File: src/rtl/vga_pkg.sv
// vga_pkg: shared timing defaults, colour constants and mover state encoding.
package vga_pkg;
   localparam int H_ACTIVE_DEF = 640;
   localparam int V_ACTIVE_DEF = 480;
   localparam logic [2:0] COLOR_BLACK = 3'b000;
   localparam logic [2:0] COLOR_BG    = 3'b001;
   localparam logic [2:0] COLOR_RESET = 3'b100;
   typedef enum logic {S_HOLD = 1'b0, S_RUN = 1'b1} state_t;
   // Colour cycles 1..7 and skips black so the sprite never vanishes.
   function automatic logic [2:0] next_colour(input logic [2:0] c);
      return (c == 3'd7) ? 3'd1 : c + 3'd1;
   endfunction
endpackage

File: src/rtl/vga_box_mover.sv
// vga_box_mover: sprite position/direction/colour state, stepped once per frame with edge bounce.
module vga_box_mover
   import vga_pkg::*;
#(
   parameter int H_ACTIVE = H_ACTIVE_DEF,
   parameter int V_ACTIVE = V_ACTIVE_DEF,
   parameter int BOX_SIZE = 32,
   parameter int STEP     = 2
) (
   input  logic       clk_25,
   input  logic       reset_n,
   input  logic       update,
   input  logic       enable,
   output logic [9:0] x,
   output logic [9:0] y,
   output logic [2:0] colour
);
   localparam logic [10:0] X_MAX = 11'(H_ACTIVE - BOX_SIZE);
   localparam logic [10:0] Y_MAX = 11'(V_ACTIVE - BOX_SIZE);
   localparam logic [10:0] STP   = 11'(STEP);
   state_t state;
   logic dx, dy, bx, by;
   logic [10:0] xs, ys;
   logic [9:0] x_nxt, y_nxt;
   always_comb begin
      xs    = {1'b0, x} + STP;
      ys    = {1'b0, y} + STP;
      bx    = dx ? (xs >= X_MAX) : (x <= STP[9:0]);
      by    = dy ? (ys >= Y_MAX) : (y <= STP[9:0]);
      x_nxt = dx ? (bx ? X_MAX[9:0] : xs[9:0]) : (bx ? 10'd0 : x - STP[9:0]);
      y_nxt = dy ? (by ? Y_MAX[9:0] : ys[9:0]) : (by ? 10'd0 : y - STP[9:0]);
   end
   always_ff @(posedge clk_25 or negedge reset_n) begin
      if (!reset_n) begin
         state  <= S_HOLD;
         x      <= X_MAX[10:1];
         y      <= Y_MAX[10:1];
         dx     <= 1'b1;
         dy     <= 1'b1;
         colour <= COLOR_RESET;
      end else if (update) begin
         state <= enable ? S_RUN : S_HOLD;
         // The old state decides motion, so the entering update does not move.
         if (state == S_RUN) begin
            x  <= x_nxt;
            y  <= y_nxt;
            dx <= bx ? ~dx : dx;
            dy <= by ? ~dy : dy;
            if (bx || by) colour <= next_colour(colour);
         end
      end
   end
endmodule

File: src/rtl/vga_sprite_engine.sv
// vga_sprite_engine: draws a bouncing square sprite over a background,
// registering rgb and syncs one cycle behind the incoming counters.
module vga_sprite_engine
   import vga_pkg::*;
#(
   parameter int         H_ACTIVE = H_ACTIVE_DEF,
   parameter int         V_ACTIVE = V_ACTIVE_DEF,
   parameter int         BOX_SIZE = 32,
   parameter int         STEP     = 2,
   parameter logic [2:0] BG_COLOR = COLOR_BG
) (
   input  logic       clk_25,
   input  logic       reset_n,
   input  logic       enable,
   input  logic [9:0] h_count,
   input  logic [9:0] v_count,
   input  logic       bright,
   input  logic       h_sync_in,
   input  logic       v_sync_in,
   output logic [2:0] rgb,
   output logic       hs,
   output logic       vs,
   output logic       frame_tick
);
   logic [9:0] x, y;
   logic [2:0] colour;
   logic update, in_box;
   // First pixel of the first blanking line: once per frame, outside the visible area.
   assign update = (h_count == 10'd0) && (v_count == 10'(V_ACTIVE));
   assign in_box = ({1'b0, h_count} >= {1'b0, x}) && ({1'b0, h_count} < {1'b0, x} + 11'(BOX_SIZE)) &&
                   ({1'b0, v_count} >= {1'b0, y}) && ({1'b0, v_count} < {1'b0, y} + 11'(BOX_SIZE));
   vga_box_mover #(
      .H_ACTIVE(H_ACTIVE),
      .V_ACTIVE(V_ACTIVE),
      .BOX_SIZE(BOX_SIZE),
      .STEP    (STEP)
   ) u_mover (
      .clk_25 (clk_25),
      .reset_n(reset_n),
      .update (update),
      .enable (enable),
      .x      (x),
      .y      (y),
      .colour (colour)
   );
   always_ff @(posedge clk_25 or negedge reset_n) begin
      if (!reset_n) begin
         rgb        <= COLOR_BLACK;
         hs         <= 1'b1;
         vs         <= 1'b1;
         frame_tick <= 1'b0;
      end else begin
         rgb        <= !bright ? COLOR_BLACK : in_box ? colour : BG_COLOR;
         hs         <= h_sync_in;
         vs         <= v_sync_in;
         frame_tick <= update;
      end
   end
endmodule

File: config.mk
export PLATFORM = sky130hd
export DESIGN_NAME = vga_sprite_engine
export DESIGN_NICKNAME = d
export VERILOG_FILES = /design/src/rtl/vga_pkg.sv /design/src/rtl/vga_box_mover.sv /design/src/rtl/vga_sprite_engine.sv
export SDC_FILE = /design/constraint.sdc
export NUM_CORES = 1
export LEC_CHECK = 0
export ABC_AREA = 1
export ABC_CLOCK_PERIOD_IN_PS = 5460
export CAP_MARGIN = 20
export CORE_MARGIN = 4
export CORE_UTILIZATION = 40
export DETAILED_ROUTE_END_ITERATION = 6
export REMOVE_ABC_BUFFERS = 1
export SYNTH_ARGS = -nofsm -noshare
export SYNTH_HDL_FRONTEND = slang
export SYNTH_HIERARCHICAL = 1
export SYNTH_SLANG_ARGS = --single-unit
File: constraint.sdc
create_clock -name clk_25 -period 5.46 [get_ports clk_25]
set_input_delay 1.092 -clock clk_25 [delete_from_list [all_inputs] [get_ports clk_25]]
set_output_delay 1.092 -clock clk_25 [all_outputs]
set_load 0.01 [all_outputs]
; Yosys cells after proc, flatten, opt, wreduce, memory -nomap -nowiden
; Index checks and enable logic that the tools add are counted.
[classes]
n_addsub = 7
n_lt_le_gt_ge = 8
eq_ne = 2
n_mux = 12
bitwise_logic = 2
reduce_logical = 10
[ops]
columns = operator, count
row1 = two-way mux 10 bit, 6
row2 = adder 10 x 2 -> 11 bit (second input constant), 2
row3 = adder 10 x 6 -> 11 bit (second input constant), 2
row4 = < comparator 10 x 11 -> 1 bit, 2
row5 = greater-or-equal comparator 10 bit, 2
row6 = <= comparator 10 x 2 -> 1 bit (second input constant), 2
row7 = subtractor 10 x 2 -> 10 bit (second input constant), 2
row8 = greater-or-equal comparator 11 x 10 -> 1 bit (second input constant), 1
row9 = greater-or-equal comparator 11 x 9 -> 1 bit (second input constant), 1
row10 = == test 10 x 9 -> 1 bit (second input constant), 1
row11 = logical NOT 10 bit, 1
row12 = two-way mux 3 bit, 3
row13 = AND reduction 3 bit, 3
row14 = logical AND 1 bit, 4
row15 = adder 3 x 1 -> 3 bit (second input constant), 1
row16 = == test 3 bit (second input constant), 1
row17 = two-way mux 1 bit, 3
row18 = NOT 1 bit, 2
row19 = AND reduction 2 bit, 1
row20 = logical OR 1 bit, 1
[totals]
register_bits = 32
input_bits = 26

; Logic depth before layout (Yosys ltp)
[logic_depth]
word_depth = 7
mapped_depth = 14

; Hierarchy
; The synthesis kept the hierarchy.
[modules_own_cells]
columns = module, n_inst, cells_per_inst, area_each_um2, seq_area_each_um2
row1 = vga_box_mover, 1, 286, 1910.6, 611.8
row2 = vga_sprite_engine, 1, 192, 1268.7, 152.6

; Worst setup path after synthesis
; OpenSTA, ideal clock, no wires.
[synth_path]
path_type = input-to-reg
startpoint = input port h_count[7]
endpoint = register u_mover.y[3]
setup_time_ns = 0.071
t_arrival_ns = 2.353
t_required_ns = 5.389
slack_ns = 3.035
path_stages = 9
path_cell_list = nor4_1 -> nand3_1 -> nor2_1 -> nand2_1 -> clkbuf_1 -> nor2_1 -> o21ai_0 -> xor2_1 -> nor2_1
[synth_via]
elab_chain_len = 3
[synth_lines]
columns = element, line
row1 = from (decl), vga_sprite_engine.sv:15  ; input logic [9:0] h_count,
row2 = logical NOT 10 bit, vga_sprite_engine.sv:29  ; assign update = (h_count == 10'd0) && (v_count == 10'(V_ACTIVE));
row3 = logical AND 1 bit, vga_sprite_engine.sv:29
row4 = named net update, vga_sprite_engine.sv:27  ; logic update, in_box;
row5 = AND reduction 2 bit (no source line), --
row6 = to (signal assigned), vga_box_mover.sv:37  ; y <= Y_MAX[10:1];
row7 = to (signal assigned), vga_box_mover.sv:46  ; y <= y_nxt;
row8 = to (decl), vga_box_mover.sv:15  ; output logic [9:0] y,
; The timed path passes the listed nets, and every way through them passes these cells.
; A chain may end at the register's enable or synchronous reset.

; Worst setup path in the final report
[layout_path]
startpoint = input port h_count[3]
endpoint = register u_mover.colour[1]
[layout_via]
elab_chain_len = 3
[layout_lines]
columns = element, line
row1 = logical NOT 10 bit, vga_sprite_engine.sv:29
row2 = logical AND 1 bit, vga_sprite_engine.sv:29
row3 = named net update, vga_sprite_engine.sv:27
row4 = AND reduction 3 bit (no source line), --
row5 = to (signal assigned), vga_box_mover.sv:49  ; if (bx || by) colour <= next_colour(colour);
row6 = to (decl), vga_box_mover.sv:16  ; output logic [2:0] colour
; The timed path passes the listed nets, and every way through them passes these cells.

==> impl_metrics.toml <==
[yosys]
avgSynthCellArea_um2 = 6.651
synthSimpleGateAreaFrac_pct = 36.28
synth_top_family_by_area = "simple AND/OR/NAND/NOR gates"
async_reset_ff_share_pct = 100.0
ys_ff_latch = 30
synth-main-ff-cell = "dfrtp_1"
ys.warnings.count = 6
synth_compound_area_share_pct = 8.540
yosys.area_share.xor_xnor_pct = 4.408
netlist_instances = 478
syn_area_um2 = 3179
ys_seq_area_share_pct = 24.05
synth-edff-count = 0
yosys.area_share.adder_pct = 15.74
synth_mux_area_share_pct = 0.3542
synth_cell_type_count = 39

[die]
row_count = 32
core_um2 = 7727
fp.dieH_um = 97.15
die_w_um = 97.15
start_util_pct = 41.14
ios = 32
die_area_um2 = 9438

[clock_tree]
cts_tree = "done"
cts_root_buf = "clkbuf_8"
postCtsSetupRepairBufs = 0
hold_buffers = 0
clock_path_buffers = 2
clock_latency_ns = 0.28
numCtsBuffers = 5
htree_levels = 2
cts_resized = 0
cts_sinks = 30
clk_pin_slew_ns = 0.07

[grt]
grt_pass1_wl_mm = 12.45
grt-ovfl-total = 0
grt_max_degree = 31
grt_util_all_layers_pct = 15.54
antenna_found_initial = 0
grt_pass1_vias = 2795

[placed_design]
hpwl_mm = 5.831
gp_congestion = 0.9432
dp_worst_setup_slack_ns = 1.773
dp.cells = 604
io_buffer_count = 31

[sta]
skew_ns = 0.01182
clock.fmax_mhz = 299.3
fin_crit_sh_pct = 61.19
worst_pin_slew_ns = 0.6881
report.final.setup_viol = 0
post-route-min-period_ns = 3.341
fin_ws_ns = 2.119
slew_headroom_pct = 53.84
final_max_slew_viol_count = 0
hold_viol = 0
fin_tns_setup_ns = 0
rsz0062_at_grt = "no"

[layout]
utilization_pct = 47.44
fin_cells = 612
final_common_cell = "nand2_1"
final_layout_size_suffix_gt1_share_pct = 9.216
syn2layout_area_growth_pct = 15.31
fin_nets = 575
final_cell_mix = "126 x nand2_1, 66 x inv_1, 48 x nand3_1"
num_antenna_cells = 0

[power_and_ir_drop]
p_leak_nw = 1.796
p_switching_uw = 118.0
power_density_nw_per_um2 = 126.7
share_comb_of_total_power_pct = 14.1
clock_power_share_pct = 37.5
p_int_uw = 346.6
switching_share_pct = 25.40
seq_power_share_pct = 48.4
p_total_uw = 464.5
ir_drop_v = 0.00008778

[hold_path]
hold_path.class = "flip-flop to flip-flop"

[critical_path]
worstSetupStartpointType = "primary input"
critical_path.endpoint_type = "flip-flop"
crit_required_ns = 5.63
cp_max_fo = 26
worstPathArrival_ns = 3.51
critical_path_class = "primary input to flip-flop"

[drt]
drt-pass1-iter-count = 4
wire_per_inst_um = 12.01
postRouteAntennaNets = 0
wirelength_mm = 7.352
drc = 0
vias = 2981
drtIter0Drc = 219
avgViaCountPerCell = 4.871

[flow_run]
maxCapViolCount = 0

[run_status]
outcome = "finished, final reports clean"
## path summary, 6_finish.rpt
kind | slack (ns) | depth (start not counted) | start | to
max | 2.12 | 9 | h_count[3] | u_mover/colour[1]
min | 0.49 | 2 | u_mover/colour[2] | rgb[2]
max reg2reg | 3.16 | 12 | u_mover/x[6] | rgb[0]
min reg2reg | 0.49 | 2 | u_mover/colour[2] | rgb[2]
max in group asynchronous | 3.93 | 2 | reset_n | u_mover/y[5]
min in group asynchronous | 1.19 | 2 | reset_n | u_mover/y[9]
## synth_stat cells, types with 7 or more instances
master   count  area, µm²
nand2_1    126      473.0
inv_1       66      247.7
nand3_1     48      240.2
nor2_1      43      161.4
ha_1        40      500.5
a21oi_1     20      100.1
dfrtp_1     19      475.5
xor2_1      12      105.1
dfstp_2     11      289.0
o21ai_0      9      45.04
o21ai_1      9      45.04
inv_2        8      30.03
nand4_1      8      50.05
nor2_2       7      43.79
## power groups by stage
| stage | Combinational [mW] | Sequential, mW | Clock, mW |
|---|---|---|---|
| floorplan | 0.0293 | 0.229 | 0 |
| global placement | 0.0660 | 0.229 | 0 |
| detailed placement | 0.0662 | 0.229 | 0 |
| CTS | 0.0667 | 0.225 | 0.179 |
| global route | 0.0750 | 0.225 | 0.191 |
| finish | 0.0656 | 0.225 | 0.174 |
## sequential cells by signal, indices dropped and copies added (netlist names)
register	flops
u_mover/x	9
u_mover/y	9
rgb	3
u_mover/colour	3
frame_tick	1
hs	1
u_mover/dx	1
u_mover/dy	1
u_mover/state	1
vs	1
## layout make-up
cell class | instances | area, µm²
inverter | 77 | 289.0
clock buffer | 6 | 72.57
timing repair buffer | 32 | 317.8
sequential | 30 | 764.5
fill | 792 | 4061
clock inverter | 2 | 10.01
tap | 102 | 127.6
multi-input combinational | 363 | 2085
## kinds of logic after synthesis
logic type,after synthesis
buffers and inverters,86
adders and majority gates,40
DFF,30
AOI/OAI and AO/OA,49
muxes,1
other,1
and+or+nand+nor,255
xor gates and xnor gates,16
## critical path: stages
cell,delay [ns]
clkdlybuf4s50_1,0.43
nor4_1,0.36
nand2_1,0.12
nor2_1,0.20
nand2_1,0.32
clkinv_1,0.51
nand4_2,0.29
nand3_1,0.13
nand2_1,0.05
## routing by layer
metal	global-route usage [%]	part of all wire, %	routed length [µm]	vias to the layer above
met1	21.73	51	3726	1309
met5	0	0	0	-
met4	6.156	2.2	161	0
li1	-	-	-	1597
met2	23.99	43	3159	62
met3	2.297	4.2	306	13
## metrics by stage
stage / hold slack, ns / area (µm²)
after floorplan: 0.4671 / 3138
after global placement: 0.4856 / 3583
after detailed placement: 0.4793 / 3583
after CTS: 0.4956 / 3666
after global routing: 0.5275 / 3666
final: 0.4936 / 3666
No activity file was read; power rests on OpenSTA's default activity.
